### src/rtl/fifo_pkg.sv
// Vector FIFO constants and the read-controller state encoding.
package fifo_pkg;
    localparam int COUNT_N = 4;

    typedef enum logic [1:0] {
        IDLE,
        WAIT_RDY,
        READ,
        DRAIN
    } reader_state_t;
endpackage

### src/rtl/global_pkg.sv
// Project-wide data types shared by the vector FIFO and its neighbours.
package global_pkg;
    typedef logic [7:0] data_t;
    typedef logic [3:0] nibble_t;
endpackage

### src/rtl/fifo_vector_reader_skid.sv
// Two-entry skid buffer (reader_skid): absorbs the FIFO read latency and
// presents the head element as a valid/ready stream.
module reader_skid
    import global_pkg::*;
(
    input  logic        clk_i,
    input  logic        rst_ni,
    input  logic        push_i,
    input  logic        pop_i,
    input  data_t       data_i,
    output data_t       data_o,
    output logic        valid_o,
    output logic [1:0]  occ_o
);
    data_t      head_q, head_d;
    data_t      tail_q, tail_d;
    logic [1:0] occ_q, occ_d;

    always_comb begin
        head_d = head_q;
        tail_d = tail_q;
        occ_d  = occ_q + {1'b0, push_i} - {1'b0, pop_i};
        if (pop_i) begin
            if (occ_q == 2'd2) begin
                head_d = tail_q;
                if (push_i) tail_d = data_i;
            end else if (push_i) begin
                head_d = data_i;
            end
        end else if (push_i) begin
            // Upstream credit guarantees no push arrives while both entries are held.
            if (occ_q == 2'd0) head_d = data_i;
            else               tail_d = data_i;
        end
    end

    always_ff @(posedge clk_i or negedge rst_ni) begin
        if (!rst_ni) begin
            head_q <= '0;
            tail_q <= '0;
            occ_q  <= 2'd0;
        end else begin
            head_q <= head_d;
            tail_q <= tail_d;
            occ_q  <= occ_d;
        end
    end

    assign data_o  = head_q;
    assign valid_o = (occ_q != 2'd0);
    assign occ_o   = occ_q;
endmodule

### src/rtl/fifo_vector_reader.sv
// Read-side controller for the vector FIFO: pops N elements per start and streams them out.
// Optional sticky underflow checker enabled by defining FIFO_READER_UNDERFLOW_CHK_EN.
module fifo_vector_reader
    import global_pkg::*;
    import fifo_pkg::*;
(
    input  logic    clk,
    input  logic    rst,
    input  logic    start,
    input  nibble_t N,
    input  logic    fifo_ready,
    input  data_t   fifo_data,
    output logic    fifo_pop,
    output data_t   out_data,
    output logic    out_valid,
    output logic    out_last,
    input  logic    out_ready,
    output logic    busy,
    output logic    done,
    output logic    underflow
);
    reader_state_t      state_q;
    nibble_t            n_q;
    nibble_t            rem_q;
    logic [COUNT_N-1:0] out_cnt_q;
    logic               inflight_q;
    logic               done_q;
    logic [1:0]         occ;
    logic               deq;
    logic [2:0]         level;
    logic [2:0]         occ_next;

    reader_skid u_skid (
        .clk_i   (clk),
        .rst_ni  (rst),
        .push_i  (inflight_q),
        .pop_i   (deq),
        .data_i  (fifo_data),
        .data_o  (out_data),
        .valid_o (out_valid),
        .occ_o   (occ)
    );

    // Credit counts the element already in flight so the skid can never overflow.
    always_comb begin
        deq      = out_valid & out_ready;
        level    = 3'(inflight_q) + 3'(occ) - 3'(deq);
        occ_next = 3'(occ) + 3'(inflight_q) - 3'(deq);
        fifo_pop = (state_q == READ) && (rem_q != '0) && (level < 3'd2);
    end

    always_ff @(posedge clk or negedge rst) begin
        if (!rst) begin
            state_q    <= IDLE;
            n_q        <= '0;
            rem_q      <= '0;
            out_cnt_q  <= '0;
            inflight_q <= 1'b0;
            done_q     <= 1'b0;
        end else begin
            inflight_q <= fifo_pop;
            done_q     <= 1'b0;
            if (deq) out_cnt_q <= out_cnt_q + 1'b1;
            unique case (state_q)
                IDLE: begin
                    if (start) begin
                        out_cnt_q <= '0;
                        if (N == '0) begin
                            done_q <= 1'b1;
                        end else begin
                            n_q     <= N;
                            rem_q   <= N;
                            state_q <= WAIT_RDY;
                        end
                    end
                end
                WAIT_RDY: begin
                    if (fifo_ready) state_q <= READ;
                end
                READ: begin
                    if (fifo_pop) begin
                        rem_q <= rem_q - 1'b1;
                        if (rem_q == nibble_t'(1)) state_q <= DRAIN;
                    end
                end
                DRAIN: begin
                    // Leave one cycle early so done lines up with the last element leaving.
                    if (occ_next == 3'd0) begin
                        state_q <= IDLE;
                        done_q  <= 1'b1;
                    end
                end
            endcase
        end
    end

    assign busy     = (state_q != IDLE);
    assign done     = done_q;
    assign out_last = out_valid && (out_cnt_q == COUNT_N'(n_q - 1'b1));

`ifdef FIFO_READER_UNDERFLOW_CHK_EN
    logic underflow_q;

    always_ff @(posedge clk or negedge rst) begin
        if (!rst) begin
            underflow_q <= 1'b0;
        end else if ((state_q == READ) && (rem_q != '0) && !fifo_ready) begin
            underflow_q <= 1'b1;
        end
    end

    assign underflow = underflow_q;
`else
    assign underflow = 1'b0;
`endif
endmodule

### config.mk
export PLATFORM = sky130hd
export DESIGN_NAME = fifo_vector_reader
export DESIGN_NICKNAME = d
export VERILOG_FILES = /design/src/rtl/fifo_pkg.sv /design/src/rtl/global_pkg.sv /design/src/rtl/fifo_vector_reader_skid.sv /design/src/rtl/fifo_vector_reader.sv
export SDC_FILE = /design/constraint.sdc
export NUM_CORES = 1
export LEC_CHECK = 0
export BUFFER_PORTS_ARGS = -buffer_cell sky130_fd_sc_hd__buf_4
export CORE_ASPECT_RATIO = 0.8
export CORE_MARGIN = 5
export CORE_UTILIZATION = 45
export DETAILED_ROUTE_END_ITERATION = 10
export PLACE_DENSITY = 0.7
export SETUP_SLACK_MARGIN = 0.1
export SLEW_MARGIN = 20
export SYNTH_ARGS = -nofsm -noshare
export SYNTH_HDL_FRONTEND = slang
export SYNTH_SLANG_ARGS = --single-unit
### constraint.sdc
create_clock -name clk -period 4.14 [get_ports clk]
set_input_delay 0.414 -clock clk [delete_from_list [all_inputs] [get_ports clk]]
set_output_delay 0.414 -clock clk [all_outputs]
set_load 0.01 [all_outputs]
==> results of run 1 <==
[logic make-up after synthesis]
kind of cell | after synthesis | share of synthesized area
AND/OR/NAND/NOR | 42 | 0.115
flip-flops | 34 | 0.462
multiplexers | 28 | 0.171
AO/OA/AOI/OAI | 24 | 0.100
buffers and inverters | 13 | 0.0285
adder cells (fa/ha/maj) | 11 | 0.0788
XOR/XNOR | 9 | 0.0428
other | 1 | 0.00203
[report_power, final]
part / internal [uW] / switching, uW
clock network: 113 / 115
registers: 495 / 117
logic: 441 / 421
total: 1050 / 652
[per-stage QoR]
step                 util  power [uW]  hold slack [ns]  instances  setup WS, ns
floorplan               -        1230            0.118        162          1.66
global placement    0.545        1440            0.381        243          1.49
detailed placement  0.545        1490            0.392        243          1.39
CTS                 0.565        1720           0.0868        250          1.06
global route        0.565        1840            0.103        250         0.943
finish              0.565        1700           0.0707        250          1.05
[registers in the layout, summed over array words and instances (netlist names)]
register	count
rem_q	4
u_skid.data_o	8
u_skid.occ_o	2
done	1
n_q	4
state_q	2
inflight_q	1
out_cnt_q	4
u_skid.tail_q	8
[routing by layer]
layer / vias to the layer above / wire [um] / part of all wire
li1: 640 / - / -
met1: 629 / 1740 / 0.49
met2: 34 / 1610 / 0.45
met3: 6 / 183 / 0.051
met4: 0 / 44 / 0.012
met5: - / 0 / 0
[area by class of cell]
class	instances	area [um2]
Inverter	10	37.5
Multi-Input combinational cell	115	940
Sequential cell	34	851
Tap cell	55	68.8
Timing Repair Buffer	29	218
Fill cell	339	1690
Clock buffer	5	68.8
Clock inverter	2	10.0
[worst max-delay path by stage]
stage | startpoint | to | slack, ns | cells past startpoint
2_1_floorplan | u_skid.occ_o[1] | fifo_pop | 1.66 | 6
3_3_place_gp | u_skid.occ_o[0] | fifo_pop | 1.49 | 6
3_5_place_dp | u_skid.occ_o[0] | fifo_pop | 1.39 | 6
4_1_cts | u_skid.occ_o[0] | fifo_pop | 1.06 | 6
5_1_grt | u_skid.occ_o[0] | fifo_pop | 0.94 | 6
6_report | u_skid.occ_o[0] | fifo_pop | 1.05 | 6
[worst reg2reg max path, stage by stage (launching register included)]
cell and delay [ns]:
dfrtp_1 0.39, and2b_1 0.27, nand2_1 0.28, fa_1 0.50, xnor2_1 0.22, o31ai_2 0.37
nand3_1 0.19, mux2_4 0.33
[synth_stat cells (2+ instances only)]
cell and count:
a21oi_1 2, a22o_1 2, clkbuf_1 2, dfrtp_1 34
ha_1 10, inv_1 10, mux2_2 24, mux2i_1 3
nand2_1 13, nand2b_1 3, nand3_1 3, nor2_1 6
nor3_1 7, o21ai_0 4, o21ai_2 2, o32ai_1 2
xnor2_1 6, xor2_1 3
==> results_dict.tcl, run 1 <==
set metrics [dict create \
    finalClockSkew_ns 0.00861 \
    final_nets 223 \
    cp_top_family "simple AND/OR/NAND/NOR gates" \
    coreArea_um2 3880 \
    irDropWorstVdd_mv 0.357 \
    drive_above_1_share 0.333 \
    worst-path-buf-inv 1 \
    synth.top_cells.by_area "dfrtp_1 (46%), mux2_2 (15%), ha_1 (6.8%), xnor2_1 (2.9%), nand2_1 (2.6%)" \
    placed_cell_area_um2 2110 \
    std_cell_rows 20 \
    worstPathCellList "and2b_1, nand2_1, fa_1, xnor2_1, nor4b_1, buf_4" \
    slew_viol_final 0 \
    route.detailed.drc 0 \
    yosysWarnings 0 \
    drtAntennaViolNets 0 \
    antenna_cells 0 \
    rr_worst_depth 7 \
    fp.dieH_um 67.2 \
    clock-sinks 34 \
    timing.rr.end "state_q[1]" \
    critPathCaptureType "primary output" \
    ys_ff_latch 34 \
    start_util 0.475 \
    final_common_cell "dfrtp_1" \
    synth_top_area_cell "dfrtp_1" \
    syn-cell-area_um2 1840 \
    dieArea_um2 5480 \
    tns_ns 0 \
    antenna_found_initial 0 \
    ctsResizeCount 0 \
    clk-insertion-delay-late_ns 0.28 \
    hpwl_um 2680 \
    io_buffers 29 \
    pin_count 31 \
    vias 1309 \
    post-cts-setup-buffers 0 \
    syn_area_per_cell_um2 11.4 \
    global_route.usage.met1 0.192 \
    p_leak_uw 0.00102 \
    required_ns 3.73 \
    ctsHoldBuffers 0 \
    drtIter0Drc 56 \
    period_needed_ns 3.09 \
    grt_max_degree 35 \
    grt_use_met2 0.225 \
    slew_headroom 0.664 \
    die_w_um 81.6 \
    seq_area_frac_synth 0.462 \
    period_share 0.748 \
    wl_per_cell_um 14.3 \
    rsz0062_at_grt "false" \
    slowest_stage "nor4b_1" \
    clock.fmax_mhz 323 \
    grt_overflow 0 \
    rr_startpoint "u_skid.occ_o[0]" \
    synthFlopType "dfrtp_1" \
    drv_cap 0 \
    path_class "register to primary output" \
    grt.total_usage 0.144 \
    hold_viol_final 0 \
    met3_usage 0.0400 \
    htree_levels 2 \
    hp-class "input pin to async pin" \
    cp-start-kind "register" \
    gp_congestion 0.843 \
    drt_wl_total_um 3580 \
    cts-root-buf "clkbuf_8" \
    numCtsBuffers 5 \
    tightest_slew_ns 0.496 \
    status "completed" \
    grt_pass1_wl_um 5970 \
    syn2layout_area_growth_pct 19.0 \
    drt_pass1_iterations 4 \
    netlist.area_leader.share 0.462 \
    crit_arrival_ns 2.68 \
    crit_path_max_incr_delay_ns 0.52 \
    design_area_um2 2190 \
    ys_async_sr_fraction 1.00 \
    synth-edff-count 0 \
    p_per_area_nw_per_um2 776 \
    cts_tree "done" \
    synth_cells 162 \
    busiest_layer "met2" \
    layout_common_cells "dfrtp_1 (34), buf_4 (29), mux2_2 (24)" \
    clk_path_buf_depth 2 \
    synth_fp_nets 190 \
    via_per_inst 5.24 \
    setup_viol 0 \
    rrSetupSlack_ns 1.45 \
    cts.clk_slew.worst_paths_ns 0.07 \
    grt_pass1_vias 1300 \
    path_max_fanout 9 \
    synth_cell_types 44 \
]
Note: power is estimated with default switching activity, not from simulation.
==> run 2, diff against run 1 <==
==> constraint.sdc (replaced) <==
create_clock -name clk -period 3.05 [get_ports clk]
set_input_delay 0.305 -clock clk [delete_from_list [all_inputs] [get_ports clk]]
set_output_delay 0.305 -clock clk [all_outputs]
set_load 0.01 [all_outputs]
==> results_dict.tcl, run 2 (synthesis results as in run 1) <==
set metrics [dict create \
    status "completed" \
    cts.clk_slew.worst_paths_ns 0.06 \
    irDropWorstVdd_mv 0.492 \
    dieArea_um2 5480 \
    cts-root-buf "clkbuf_8" \
    die_w_um 81.6 \
    crit_arrival_ns 2.42 \
    slew_viol_final 0 \
    design_area_um2 2240 \
    hp-class "input pin to register" \
    drt_pass1_iterations 4 \
    path_class "register to primary output" \
    antenna_found_initial 0 \
    final_nets 225 \
    std_cell_rows 20 \
    start_util 0.475 \
    period_needed_ns 2.73 \
    rsz0062_at_grt "false" \
    layout_common_cells "dfrtp_1 (34), buf_4 (30), mux2_2 (24)" \
    finalClockSkew_ns 0.00416 \
    grt_pass1_vias 1314 \
    drt_wl_total_um 3540 \
    route.detailed.drc 0 \
    clk_path_buf_depth 2 \
    critPathCaptureType "primary output" \
    clock.fmax_mhz 367 \
    io_buffers 29 \
    hp-start "N[3]" \
    syn2layout_area_growth_pct 21.8 \
    pin_count 31 \
    gp_congestion 0.793 \
    placed_cell_area_um2 2120 \
    drive_above_1_share 0.333 \
    grt.total_usage 0.141 \
    rr_startpoint "u_skid.occ_o[1]" \
    final_common_cell "dfrtp_1" \
    fp.dieH_um 67.2 \
    path_max_fanout 5 \
    via_per_inst 5.10 \
    grt_pass1_wl_um 5940 \
    drv_cap 0 \
    wl_per_cell_um 14.0 \
    tns_ns 0 \
    p_leak_uw 0.00104 \
    antenna_cells 0 \
    cp-start-kind "register" \
    grt_overflow 0 \
    fillers 334 \
    clk-insertion-delay-late_ns 0.28 \
    p_per_area_nw_per_um2 1070 \
    htree_levels 2 \
    numCtsBuffers 5 \
    hpwl_um 2700 \
    cp-startpoint "u_skid.occ_o[1]" \
    drtAntennaViolNets 0 \
    setup_viol 0 \
    drtIter0Drc 66 \
    grt_max_degree 35 \
    period_share 0.894 \
    cts_tree "done" \
    clock-sinks 34 \
    coreArea_um2 3880 \
    vias 1291 \
    required_ns 2.74 \
    hold_viol_final 0 \
]
[run 2: cell count changes in the layout (fill, tap and decap cells not counted)]
cell,change
clkbuf_1,+2
bufinv_16,+1
buf_4,+1
nor4b_2,+1
nor4b_1,-1
dlygate4sd3_1,+1
clkinv_2,-2
[run 2: timing repair]
item	4_1_cts	5_1_grt
hold buffers	1	0
buffers inserted	0	0
gates resized for setup	0	1
setup endpoints to repair	0	1
hold endpoints to repair	34	0
[run 2: final timing paths]
path / slack [ns] / endpoint / depth (start not counted)
hold / removal: 0.26 / n_q[3] / 3
max in group asynchronous: 2.24 / u_skid.data_o[5] / 2
setup / recovery: 0.32 / fifo_pop / 7
hold reg to reg: 0.50 / n_q[3] / 2
setup reg to reg: 0.46 / state_q[1] / 8
min in group asynchronous: 0.51 / rem_q[0] / 2
[run 2: layout make-up]
class | count | area, um2 | share of cell area
clock buffer | 7 | 76.3 | 0.0340
clock inverter | 1 | 30.0 | 0.0134
inverter | 10 | 37.5 | 0.0167
multi-input combinational | 115 | 946 | 0.421
sequential | 34 | 851 | 0.379
tap | 55 | 68.8 | 0.0307
timing repair buffer | 31 | 235 | 0.105
[run 2: report_power, final]
group          switching (uW)  total, uW  internal [uW]
Clock                     150        394            244
Combinational             568       1180            607
Sequential                167        839            672
[run 2: routing by layer]
metal	GRT usage	vias to the layer above	wire [um]
met1	0.184	614	1670
met2	0.229	29	1660
li1	-	644	-
met4	0.0443	0	41
met5	0	-	0
met3	0.0387	4	172
[run 2: critical path: stages, from the launching register on]
cell	delay (ns)
dfrtp_1	0.42
and2b_1	0.22
a21o_1	0.19
ha_1	0.19
fa_1	0.38
xnor2_1	0.22
nor4b_2	0.35
buf_4	0.18
[run 2: through the flow]
stage	setup WS [ns]	hold slack [ns]	utilization	total power [uW]	cells
after detailed placement	0.477	0.279	0.547	2020	244
after global routing	0.160	0.258	0.579	2590	253
after floorplan	0.641	0.00941	-	1670	162
after global placement	0.539	0.271	0.547	1960	244
after CTS	0.184	0.253	0.577	2430	253
final	0.324	0.262	0.579	2410	253
